`src/rtl/mdio_pkg.sv`:
```
// mdio_pkg: shared FSM states, Clause-22 frame codes and per-state bit counts for mdio_master.
package mdio_pkg;
    typedef enum logic [2:0] {S_IDLE, S_PRE, S_HDR, S_TA, S_DATA, S_DONE} state_e;
    localparam logic [1:0] ST        = 2'b01;
    localparam logic [1:0] OP_WR     = 2'b01;
    localparam logic [1:0] OP_RD     = 2'b10;
    localparam logic [5:0] PRE_BITS  = 6'd32;
    localparam logic [5:0] HDR_BITS  = 6'd14;
    localparam logic [5:0] TA_BITS   = 6'd2;
    localparam logic [5:0] DATA_BITS = 6'd16;
    function automatic state_e next_state(input state_e s);
        return s == S_PRE ? S_HDR : s == S_HDR ? S_TA : s == S_TA ? S_DATA : S_DONE;
    endfunction
    function automatic logic [5:0] state_bits(input state_e s);
        return s == S_PRE ? PRE_BITS : s == S_HDR ? HDR_BITS : s == S_TA ? TA_BITS :
               s == S_DATA ? DATA_BITS : 6'd0;
    endfunction
endpackage

```
`src/rtl/mdio_clk_gen.sv`:
```
// mdio_clk_gen: Mdc divider (low then high, CLK_DIV cycles each) with strobes in the
// cycle before each bit start (fall_tick_o) and each Mdc rise (rise_tick_o).
module mdio_clk_gen #(
    parameter int CLK_DIV = 20
) (
    input  logic clk_i,
    input  logic rst_ni,
    input  logic hold_i,
    output logic mdc_o,
    output logic fall_tick_o,
    output logic rise_tick_o
);
    localparam logic [7:0] LAST = 8'(CLK_DIV - 1);
    logic [7:0] cnt_q;
    logic ph_q, mdc_q, last;
    assign last        = cnt_q == LAST;
    assign fall_tick_o = !hold_i && last && ph_q;
    assign rise_tick_o = !hold_i && last && !ph_q;
    assign mdc_o       = mdc_q;
    // Parked at the end of a high phase so the first released cycle starts a bit period.
    always_ff @(posedge clk_i or negedge rst_ni) begin
        if (!rst_ni) begin
            cnt_q <= LAST;
            ph_q  <= 1'b1;
            mdc_q <= 1'b0;
        end else if (hold_i) begin
            cnt_q <= LAST;
            ph_q  <= 1'b1;
            mdc_q <= 1'b0;
        end else begin
            cnt_q <= last ? 8'd0 : cnt_q + 8'd1;
            ph_q  <= last ? !ph_q : ph_q;
            mdc_q <= rise_tick_o ? 1'b1 : fall_tick_o ? 1'b0 : mdc_q;
        end
    end
endmodule

```
`src/rtl/mdio_master.sv`:
```
// mdio_master: Clause-22 MDIO management master. Define MDIO_PREAMBLE_SUPPRESS_EN to add
// cfg_no_preamble, which skips the 32-bit preamble for a command when set at acceptance.
module mdio_master
    import mdio_pkg::*;
#(
    parameter int CLK_DIV = 20
) (
    input  logic        clk_sys,
    input  logic        rstn,
`ifdef MDIO_PREAMBLE_SUPPRESS_EN
    input  logic        cfg_no_preamble,
`endif
    input  logic        cmd_valid,
    output logic        cmd_ready,
    input  logic        cmd_is_rd,
    input  logic [4:0]  cmd_phy_addr,
    input  logic [4:0]  cmd_reg_addr,
    input  logic [15:0] cmd_wr_data,
    output logic        rsp_valid,
    output logic [15:0] rsp_rd_data,
    output logic        rsp_err,
    output logic        busy,
    input  logic        Mdi,
    output logic        Mdo,
    output logic        MdoEn,
    output logic        Mdc
);
    state_e      state_q, emit_d;
    logic [5:0]  cnt_q, cnt_d;
    logic [31:0] sh_q;
    logic [15:0] rd_sh_q, rd_data_q;
    logic        is_rd_q, ta_err_q, err_q, ready_q, valid_q, mdo_q, mdo_en_q;
    logic        drive_d, start_pre, fall_tick, rise_tick;

`ifdef MDIO_PREAMBLE_SUPPRESS_EN
    assign start_pre = !cfg_no_preamble;
`else
    assign start_pre = 1'b1;
`endif

    mdio_clk_gen #(.CLK_DIV(CLK_DIV)) u_clk (
        .clk_i       (clk_sys),
        .rst_ni      (rstn),
        .hold_i      (state_q == S_IDLE),
        .mdc_o       (Mdc),
        .fall_tick_o (fall_tick),
        .rise_tick_o (rise_tick)
    );

    // emit_d is the state owning the bit launched at the next fall_tick.
    always_comb begin
        emit_d  = cnt_q != 6'd0 ? state_q : next_state(state_q);
        cnt_d   = (cnt_q != 6'd0 ? cnt_q : state_bits(emit_d)) - 6'd1;
        drive_d = emit_d == S_PRE || emit_d == S_HDR || (!is_rd_q && emit_d != S_DONE);
    end

    always_ff @(posedge clk_sys or negedge rstn) begin
        if (!rstn) begin
            state_q   <= S_IDLE;
            cnt_q     <= 6'd0;
            sh_q      <= 32'd0;
            rd_sh_q   <= 16'd0;
            rd_data_q <= 16'd0;
            is_rd_q   <= 1'b0;
            ta_err_q  <= 1'b0;
            err_q     <= 1'b0;
            ready_q   <= 1'b0;
            valid_q   <= 1'b0;
            mdo_q     <= 1'b0;
            mdo_en_q  <= 1'b0;
        end else begin
            valid_q <= 1'b0;
            if (state_q == S_IDLE) begin
                ready_q <= !(cmd_valid && ready_q);
                if (cmd_valid && ready_q) begin
                    state_q <= start_pre ? S_PRE : S_HDR;
                    cnt_q   <= start_pre ? PRE_BITS : HDR_BITS;
                    is_rd_q <= cmd_is_rd;
                    sh_q    <= {ST, cmd_is_rd ? OP_RD : OP_WR, cmd_phy_addr, cmd_reg_addr,
                                2'b10, cmd_wr_data};
                end
            end else if (state_q == S_DONE) begin
                state_q <= S_IDLE;
                ready_q <= 1'b1;
            end else begin
                if (rise_tick && state_q == S_TA && cnt_q == 6'd0)
                    ta_err_q <= Mdi;
                if (rise_tick && state_q == S_DATA)
                    rd_sh_q <= {rd_sh_q[14:0], Mdi};
                if (fall_tick) begin
                    state_q  <= emit_d;
                    cnt_q    <= emit_d == S_DONE ? 6'd0 : cnt_d;
                    mdo_q    <= drive_d && (emit_d == S_PRE || sh_q[31]);
                    mdo_en_q <= drive_d;
                    if (emit_d != S_PRE)
                        sh_q <= {sh_q[30:0], 1'b0};
                    if (emit_d == S_DONE) begin
                        valid_q <= 1'b1;
                        if (is_rd_q) begin
                            rd_data_q <= rd_sh_q;
                            err_q     <= ta_err_q;
                        end
                    end
                end
            end
        end
    end

    assign cmd_ready   = ready_q;
    assign busy        = state_q != S_IDLE;
    assign rsp_valid   = valid_q;
    assign rsp_rd_data = rd_data_q;
    assign rsp_err     = err_q && is_rd_q;
    assign Mdo         = mdo_q;
    assign MdoEn       = mdo_en_q;
endmodule

```
`config.mk`:
```
export PLATFORM = sky130hd
export DESIGN_NAME = mdio_master
export DESIGN_NICKNAME = d
export VERILOG_FILES = /design/src/rtl/mdio_pkg.sv /design/src/rtl/mdio_clk_gen.sv /design/src/rtl/mdio_master.sv
export SDC_FILE = /design/constraint.sdc
export NUM_CORES = 1
export LEC_CHECK = 0
export ABC_AREA = 1
export CORE_AREA = 3 3 98 90
export CTS_CLUSTER_DIAMETER = 80
export DETAILED_ROUTE_END_ITERATION = 10
export DIE_AREA = 0 0 101 93
export PLACE_DENSITY = 0.78
export SETUP_SLACK_MARGIN = 0.05
export SYNTH_ARGS = -nofsm -noshare
export SYNTH_HDL_FRONTEND = slang
export SYNTH_SLANG_ARGS = --single-unit
```
`constraint.sdc`:
```
create_clock -name clk_sys -period 2.2 [get_ports clk_sys]
set_clock_uncertainty 0.15 [all_clocks]
set_input_delay 0.22 -clock clk_sys [delete_from_list [all_inputs] [get_ports clk_sys]]
set_output_delay 0.22 -clock clk_sys [all_outputs]
set_load 0.02 [all_outputs]
```
# Yosys cells after proc, flatten, opt, wreduce, memory -nomap -nowiden
# Cells that the tools add are included.
# classes
add_sub_neg	2
div	0
n_eq_ne	15
shift	0
multipliers	0
muxes	37
n_reduce_logical	35
bitwise_logic	2
order_cmp	0
# op_table
operator	count
2-to-1 mux 32 bit	5
2-to-1 mux 6 bit	7
2-to-1 mux 3 bit	7
2-to-1 mux 8 bit	2
2-to-1 mux 5 bit	3
== test 3 x 2 -> 1 bit, second input constant	4
== test 3 bit, second input constant	4
2-to-1 mux 1 bit	12
AND reduction 3 bit	4
logical AND 1 bit	10
nonzero test 3 bit	3
adder 8 x 1 -> 8 bit, second input constant	1
== test 8 x 5 -> 1 bit, second input constant	1
nonzero test 2 bit	4
== test 3 x 1 -> 1 bit, second input constant	2
logical NOT 6 bit	1
nonzero test 6 bit	1
subtractor 6 x 1 -> 6 bit, second input constant	1
AND reduction 5 bit	1
logical NOT 1 bit	4
AND reduction 2 bit	2
AND reduction 4 bit	1
logical NOT 3 bit	1
logical OR 1 bit	3
6 further kinds	7
# totals
output_inout_bits	23
ram_bits	0
wordCells	106
latch_bits	0
regBits	90
mem_bits_ro	0
n_memories	0

# Logic depth before layout (Yosys ltp)
# Gate-level depths: netlist of run 1.
# logic_depth
depth_word	16
ltp_mapped	11
ltp_nobuf	10

# Hierarchy
# A second synthesis of run 1 with hierarchy kept.
# hier_totals
hier_cells	495
hier_area_um2	4199.0
# by_module_without_submodules
module	area_each_um2	n_inst	cells_each
mdio_master	3648.5	1	427
mdio_clk_gen	550.5	1	68

# Worst setup path before layout of run 1
# Ideal clock, no wire load.
# synth_path
path_kind	reg-to-reg
startpoint	register u_clk.cnt_q[0]
endpoint	register sh_q[12]
path_buffers	2
path_slack_ns	0.241
path_stages_with_launch	12
arrival_ns	1.735
cell_sequence	dfstp_2 -> ha_1 -> nand3_1 -> nor2_4 -> nand4_4 -> nand2_4 -> nand2_4 -> inv_4 -> buf_6 -> buf_12 -> nand2_2 -> o21ai_2
# synth_via
elab_chain_cells	5
# synth_lines
element	line	rtl
start, declared	mdio_clk_gen.sv:14	logic [7:0] cnt_q;
start signal, assigned	mdio_clk_gen.sv:31	cnt_q <= last ? 8'd0 : cnt_q + 8'd1;
== test 8 x 5 -> 1 bit	mdio_clk_gen.sv:16	assign last = cnt_q == LAST;
logical AND 1 bit (2 in a row)	mdio_clk_gen.sv:17	assign fall_tick_o = !hold_i && last && ph_q;
nonzero test 2 bit (no source line)	-	
AND reduction 4 bit (no source line)	-	
end signal, assigned	mdio_master.sv:79	sh_q <= {ST, cmd_is_rd ? OP_RD : OP_WR, cmd_phy_addr, cmd_reg_addr,
end signal, assigned	mdio_master.sv:96	sh_q <= {sh_q[30:0], 1'b0};
end, declared	mdio_master.sv:30	logic [31:0] sh_q;
# Every way passes these cells.
# A chain may end at the register's enable or synchronous reset.

# Final worst setup path of run 1
# layout_path
startpoint	register u_clk.cnt_q[0]
endpoint	register sh_q[19]
# The elaborated chain is that of the path after synthesis.

==> metrics.md, run 1 <==
| Metric | Value |
|---|---|
| Status | finished clean |
| RSZ-0062 raised after global routing | yes |
| Worst setup SP type | register |
| Iter 0 DRT Violations | 130 |
| Remaining global-route overflow | 0 |
| M3 GR Usage | 3.58% |
| Distinct cells, synth | 35 |
| Met1 usage | 25.0% |
| Fmax | 0.493 GHz |
| Total power | 0.00595 W |
| Die W | 101 microns |
| Number of inserted diodes | 0 |
| Least-Margin Pin Slew | 0.548 ns |
| Sw Ratio | 38.9% |
| CP required | 2.34 ns |
| Syn Inst Count | 507 |
| First-pass GRT wire length | 14.7 mm |
| GRT Util Overall | 19.5% |
| Worst Path Max Fanout | 24 |
| Vias in the first global route | 3380 |
| Main area contributors after synthesis | dfrtp_1 50%, nand2_1 13%, o21ai_0 8.1%, inv_1 5.7%, o21ai_2 4.1% |
| Final wirelength | 8.45 mm |
| Clock network power share | 19.8% |
| Avg WL per Cell | 12.6 microns |
| Port Buf Inserts | 53 |
| Avg Cell Area, Syn | 8.45 sq um |
| Primary FF master, synth | dfrtp_1 |
| Worst Setup End Kind | register |
| Clk Latency, worst-skew pair | 0.37 ns |
| Die height | 93 microns |
| Endpoints failing hold | 0 |
| Post-synth EDFFs | 0 |
| Fin crit period | 2.03 ns |
| Reg2Reg Capture Point | sh_q[19] |
| CP Capture Point | sh_q[19] |
| Yosys reg bits | 90 |
| Critical path startpoint | u_clk.cnt_q[0] |
| Setup TNS | 0 ns |
| Reg power frac | 40.6% |
| CTS Sinks | 90 |
| Syn_nets | 540 |
| Layout area overhead | 21.2% |
| Slew headroom | 63.5% |
| Synth warn | 0 |
| CTS tree | yes |
| DRC viols | 0 |
| Initial antenna violation count | 0 |
| Post-DRT Antenna Nets | 0 |
| Worst Hold Class | primary input to async pin |
| Final setup violation count | 0 |
| Via count | 3441 |
| Combinational share of power | 39.7% |
| Worst Path Class, Setup | register to register |
| NetSw | 0.00231 W |
| WP data arrival | 2.17 ns |
| I/O pin cnt | 54 |
| Share of the synthesized area in the top cell type | 50.2% |
| Clock buffer depth | 2 |
| Worst VDD drop | 0.000418 V |
| Share of cells above drive strength 1 | 14.0% |
| Clock transition at path regs | 0.10 ns |
| HPWL Detailed | 6.06 mm |
| Initial Util | 53.6% |
| R2R setup slack | 0.17 ns |
| H-tree Lvls | 3 |
| Final Wtd Congestion | 0.907 |
| Vias per cell | 5.13 |
| Largest area contributor in the netlist | dfrtp_1 |
| Pin count of the biggest net entering global routing | 53 |
| Max cap viols | 0 |
| Beginning of the worst register-to-register path | u_clk.cnt_q[0] |
| Pwr dens | 1150 nW/um^2 |
| Clk root buf | clkbuf_8 |
| Die ar. | 9390 sq um |
| Final #Nets | 600 |
| Final Max Tran Viols | 0 |
| Leak | 2.43 nW |
| Std-Cell Rows | 31 |
| Met2 usage | 32.3% |
| R2R depth | 10 |
| Pint | 0.00364 W |
| CTS Buf Count | 9 |
| Post-synth ARST share | 100% |
| Fill count | 669 |
| 1st-pass router iterations | 5 |
| Top cells by count, synth | 149 x nand2_1, 86 x dfrtp_1, 69 x o21ai_0, 65 x inv_1, 21 x nor2_1 |
| Busiest metal layer after global routing | met2 |
| Seq/Total Area, Yosys | 52.7% |
| Core Region | 7990 sq um |
| Count leader, synth | nand2_1 |
| Post-Syn Area | 4290 sq um |
| Crit share post-route | 92.3% |
metrics by stage:
step | instances | hold WS, ns | cell area, sq um | util (%) | setup slack, ns
after floorplan | 507 | -0.226 | 4290 | - | 0.241
after global placement | 649 | 0.0955 | 4930 | 61.7 | 0.130
after detailed placement | 649 | 0.0926 | 4930 | 61.7 | 0.0367
after CTS | 669 | 0.235 | 5170 | 64.7 | 0.0687
after global routing | 671 | 0.274 | 5190 | 65.0 | 0.0322
final | 671 | 0.230 | 5190 | 65.0 | 0.170
cells in the final DEF (no fill, tap or decap), drive strengths merged:
cell / count
clkdlybuf4s50: 51
o21bai: 1
dfstp: 4
o21a: 2
o22ai: 2
ha: 2
a31oi: 2
dfrtp: 86
nor4: 1
dlygate4sd3: 1
nor2: 28
buf: 15
inv: 72
dlygate4sd2: 1
nor3: 4
bufinv: 1
a21oi: 5
o21ai: 97
xnor2: 2
nand2: 158
nand3: 19
clkbuf: 10
nand4: 4
clkinv: 4
layout make-up:
type	instances	area [sq um]	share of cell area (%)
Clock buffer	10	138	2.65
Inverter	71	269	5.18
Tap cell	99	124	2.38
Multi-Input combinational cell	327	1640	31.5
Timing Repair Buffer	68	696	13.4
Sequential cell	90	2260	43.5
Clock inverter	6	72.6	1.40
sequential cells by signal, indices dropped and copies added (netlist names), 3 cells and up:
register,count
rsp_rd_data,16
cnt_q,6
state_q,3
sh_q,32
u_clk.cnt_q,8
rd_sh_q,16
cell families after synthesis:
family                   synth area share [%]
XOR/XNOR                                0.409
AND/OR/NAND/NOR                          22.3
adder cells (fa/ha/maj)                 0.584
flip-flops                               52.7
buffers and inverters                    9.25
AO/OA/AOI/OAI                            14.8
power by group through the flow:
stage | Sequential, W | Clock [W] | Combinational, W
2_1_floorplan | 0.00243 | 0 | 0.00170
3_3_place_gp | 0.00242 | 0 | 0.00222
3_5_place_dp | 0.00244 | 0 | 0.00230
4_1_cts | 0.00241 | 0.00121 | 0.00236
5_1_grt | 0.00247 | 0.00127 | 0.00270
6_report | 0.00242 | 0.00118 | 0.00236
worst min path at each step:
stage                     start  slack (ns)    endpoint  cells past startpoint
after global placement     rstn         0.1  rd_sh_q[0]                      1
after floorplan            rstn       -0.23         Mdo                      0
after global routing       rstn        0.27    sh_q[21]                      2
after CTS                  rstn        0.23    sh_q[21]                      2
after detailed placement   rstn        0.09       err_q                      1
final                      rstn        0.23    sh_q[21]                      2
routing by layer:
| layer | part of all wire (%) | vias up |
|---|---|---|
| met5 | 0 | - |
| met4 | 2.1 | 0 |
| li1 | - | 1717 |
| met2 | 49 | 90 |
| met1 | 45 | 1619 |
| met3 | 4.2 | 15 |
worst max-delay path, cell delays in order, from the launching register on:
cell and delay (ns):
dfstp_2 0.55, ha_2 0.20, nand3_1 0.12, nor2_4 0.16
nand4_4 0.13, nand2_4 0.11, nand2_4 0.11, inv_4 0.11
buf_12 0.17, nand2_1 0.08, o21ai_2 0.06
timing repair:
item,in CTS,in global routing
hold buffers,1,0
gates cloned,0,0
resized for setup,1,4
pin swaps,2,1
hold endpoints to repair,41,0
setup buffers,3,2
setup endpoints to repair,26,59
No activity file was read; power rests on OpenSTA's default activity.
==> run 2: changes to the inputs <==
--- a/config.mk
+++ b/config.mk
@@ -7,9 +7,10 @@
 export LEC_CHECK = 0
 export ABC_AREA = 1
 export CORE_AREA = 3 3 98 90
-export CTS_CLUSTER_DIAMETER = 80
+export CTS_CLUSTER_DIAMETER = 60
 export DETAILED_ROUTE_END_ITERATION = 10
 export DIE_AREA = 0 0 101 93
+export GPL_ROUTABILITY_DRIVEN = 0
 export PLACE_DENSITY = 0.78
 export SETUP_SLACK_MARGIN = 0.05
 export SYNTH_ARGS = -nofsm -noshare
==> run 2 against run 1 <==
  * Sequential power barely moved
  * Total power grew 2.9%
  * Clock power is 10% higher
  * Maximum frequency is 0.70% lower
  * Largest power group is now combinational logic
  * Final area increased by 1.1%
==> metrics.md, run 2 (same netlist as run 1, synthesis figures left out) <==
| Metric | Value |
|---|---|
| Reg2Reg Capture Point | sh_q[8] |
| R2R setup slack | 0.16 ns (about the same) |
| CTS Buf Count | 9 (unchanged) |
| Final Max Tran Viols | 0 (unchanged) |
| Most common cell after layout, fill and taps aside | nand2_1 |
| H-tree Lvls | 3 (unchanged) |
| Worst Path Max Fanout | 15 (-38%) |
| Biggest register | sh_q |
| Initial Util | 53.6% (unchanged) |
| NetSw | 0.00237 W (+2.4%) |
| Pint | 0.00376 W (+3.2%) |
| Vias per cell | 5.16 (+0.68%) |
| Beginning of the worst register-to-register path | u_clk.cnt_q[0] |
| Die ar. | 9390 sq um (unchanged) |
| R2R depth | 9 (-1) |
| Least-Margin Pin Slew | 0.556 ns (+0.00845 ns) |
| Worst setup SP type | register |
| Port Buf Inserts | 53 (unchanged) |
| Reg power frac | 39.4% (-1.2 points) |
| Initial antenna violation count | 0 (unchanged) |
| I/O pin cnt | 54 (unchanged) |
| First-pass GRT wire length | 15.1 mm (+3.0%) |
| CTS tree | yes |
| DRC viols | 0 (unchanged) |
| Max reg flops | 32 (unchanged) |
| Final setup violation count | 0 (unchanged) |
| Fin crit period | 2.04 ns (+0.0143 ns) |
| Status | finished clean |
| Setup TNS | 0 ns (unchanged) |
| Worst hold slack | 0.232 ns (+0.00140 ns) |
| Combinational share of power | 39.5% (-0.2 points) |
| Die height | 93 microns (unchanged) |
| Critical path startpoint | u_clk.cnt_q[0] |
| Setup WS pre-CTS | 0.0292 ns (-0.00748 ns) |
| Clock buffer depth | 2 (unchanged) |
| Max cap viols | 0 (unchanged) |
| Leak | 2.44 nW (+0.42%) |
| Final #Nets | 598 (-0.33%) |
| CTS Sinks | 90 (unchanged) |
| Worst Hold Class | primary input to async pin |
| Via count | 3454 (+0.38%) |
| Die W | 101 microns (unchanged) |
| Clock transition at path regs | 0.09 ns (about the same) |
| Number of inserted diodes | 0 (unchanged) |
| Std-Cell Rows | 31 (unchanged) |
| Remaining global-route overflow | 0 (unchanged) |
| Post-DRT Antenna Nets | 0 (unchanged) |
| WP data arrival | 2.15 ns (-0.02 ns) |
| Core Region | 7990 sq um (unchanged) |
| Most frequent cells in the layout | 148 x nand2_1, 86 x dfrtp_1, 68 x o21ai_0 |
| Clock network power share | 21.1% (+1.3 points) |
| Worst VDD drop | 0.000504 V (+21%) |
| CP required | 2.30 ns (-0.04 ns) |
| Worst Path Class, Setup | register to register |
| Pwr dens | 1170 nW/um^2 (+1.8%) |
| Fmax | 0.489 GHz (-0.70%) |
| Layout area overhead | 22.5% |
| Vias in the first global route | 3304 (-2.2%) |
| Iter 0 DRT Violations | 146 (+12%) |
| Crit share post-route | 92.9% (+0.65 points) |
| Slew headroom | 62.9% (-0.56 points) |
| Endpoints failing hold | 0 (unchanged) |
| Avg WL per Cell | 12.9 microns (+2.2%) |
| Total power | 0.00613 W (+2.9%) |
| Clk root buf | clkbuf_8 |
| Clk Latency, worst-skew pair | 0.37 ns (about the same) |
| Pin count of the biggest net entering global routing | 53 (unchanged) |
| Final WS setup | 0.156 ns (-0.0143 ns) |
| Sw Ratio | 38.7% (-0.20 points) |
| Worst Setup End Kind | register |
| HPWL Detailed | 5.91 mm (-2.6%) |
| Share of cells above drive strength 1 | 13.9% (-0.13 points) |
| Final wirelength | 8.61 mm (+1.9%) |
| 1st-pass router iterations | 4 (-1) |
| GRT Util Overall | 20.1% (+0.57 points) |
| RSZ-0062 raised after global routing | yes |
[run 2: changes by cell type in the layout (fill, tap and decap cells not counted), sizes merged]
cell | before | now
bufinv | 1 | 2
clkinvlp | 0 | 1
inv | 72 | 74
clkinv | 4 | 1
buf | 15 | 11
clkbuf | 10 | 11
[run 2: what timing repair did]
item                                    in CTS  in global routing
buffers inserted                             2                  1
hold buffers                                 1                  0
endpoints found under the hold margin       38                  0
pin swaps                                    2                  1
endpoints found under the setup margin      42                 60
gates cloned                                 0                  2
resized for setup                            2                  5
[run 2: power by group through the flow]
stage          Combinational [W]  Sequential, W  Clock, W
3_3_place_gp             0.00222        0.00242         0
2_1_floorplan            0.00170        0.00243         0
3_5_place_dp             0.00231        0.00244         0
6_report                 0.00242        0.00241   0.00130
4_1_cts                  0.00235        0.00241   0.00133
5_1_grt                  0.00277        0.00247   0.00139
[run 2: worst max path at each step]
| stage | to | slack (ns) | cells after the start |
|---|---|---|---|
| final | sh_q[8] | 0.16 | 9 |
| after global routing | sh_q[1] | 0.03 | 10 |
| after floorplan | sh_q[12] | 0.24 | 11 |
| after detailed placement | rd_sh_q[1] | 0.03 | 9 |
| after global placement | sh_q[7] | 0.14 | 9 |
| after CTS | sh_q[1] | 0.05 | 10 |
[run 2: worst max-delay path, stage by stage (launching register included)]
cell and delay [ns]:
dfstp_2 0.56, ha_2 0.21, nand3_1 0.12, nor2_4 0.16
nand4_4 0.13, nand2_4 0.11, nand2_4 0.12, inv_6 0.13
clkbuf_16 0.17, o21ai_0 0.07
[run 2: per-layer routing]
layer  track usage, %  routed length (microns)  vias up
li1                 -                        -     1713
met1             27.5                     3960     1639
met2             32.5                     4100       87
met3             3.50                      413       15
met4             6.98                      134        0
met5                0                        0        -
[run 2: final cells by class]
| type | count | area [sq um] |
|---|---|---|
| sequential | 90 | 2260 |
| tap | 99 | 124 |
| clock inverter | 7 | 105 |
| timing repair buffer | 66 | 728 |
| clock buffer | 9 | 124 |
| fill | 681 | 2740 |
| multi-input combinational | 327 | 1640 |
| inverter | 71 | 272 |
[run 2: metrics by stage]
stage	utilization [%]	instance area [sq um]	std cells
after CTS	64.8	5180	666
after detailed placement	61.7	4930	647
after global routing	65.7	5250	669
after global placement	61.7	4930	647
after floorplan	-	4290	507
final	65.7	5250	669
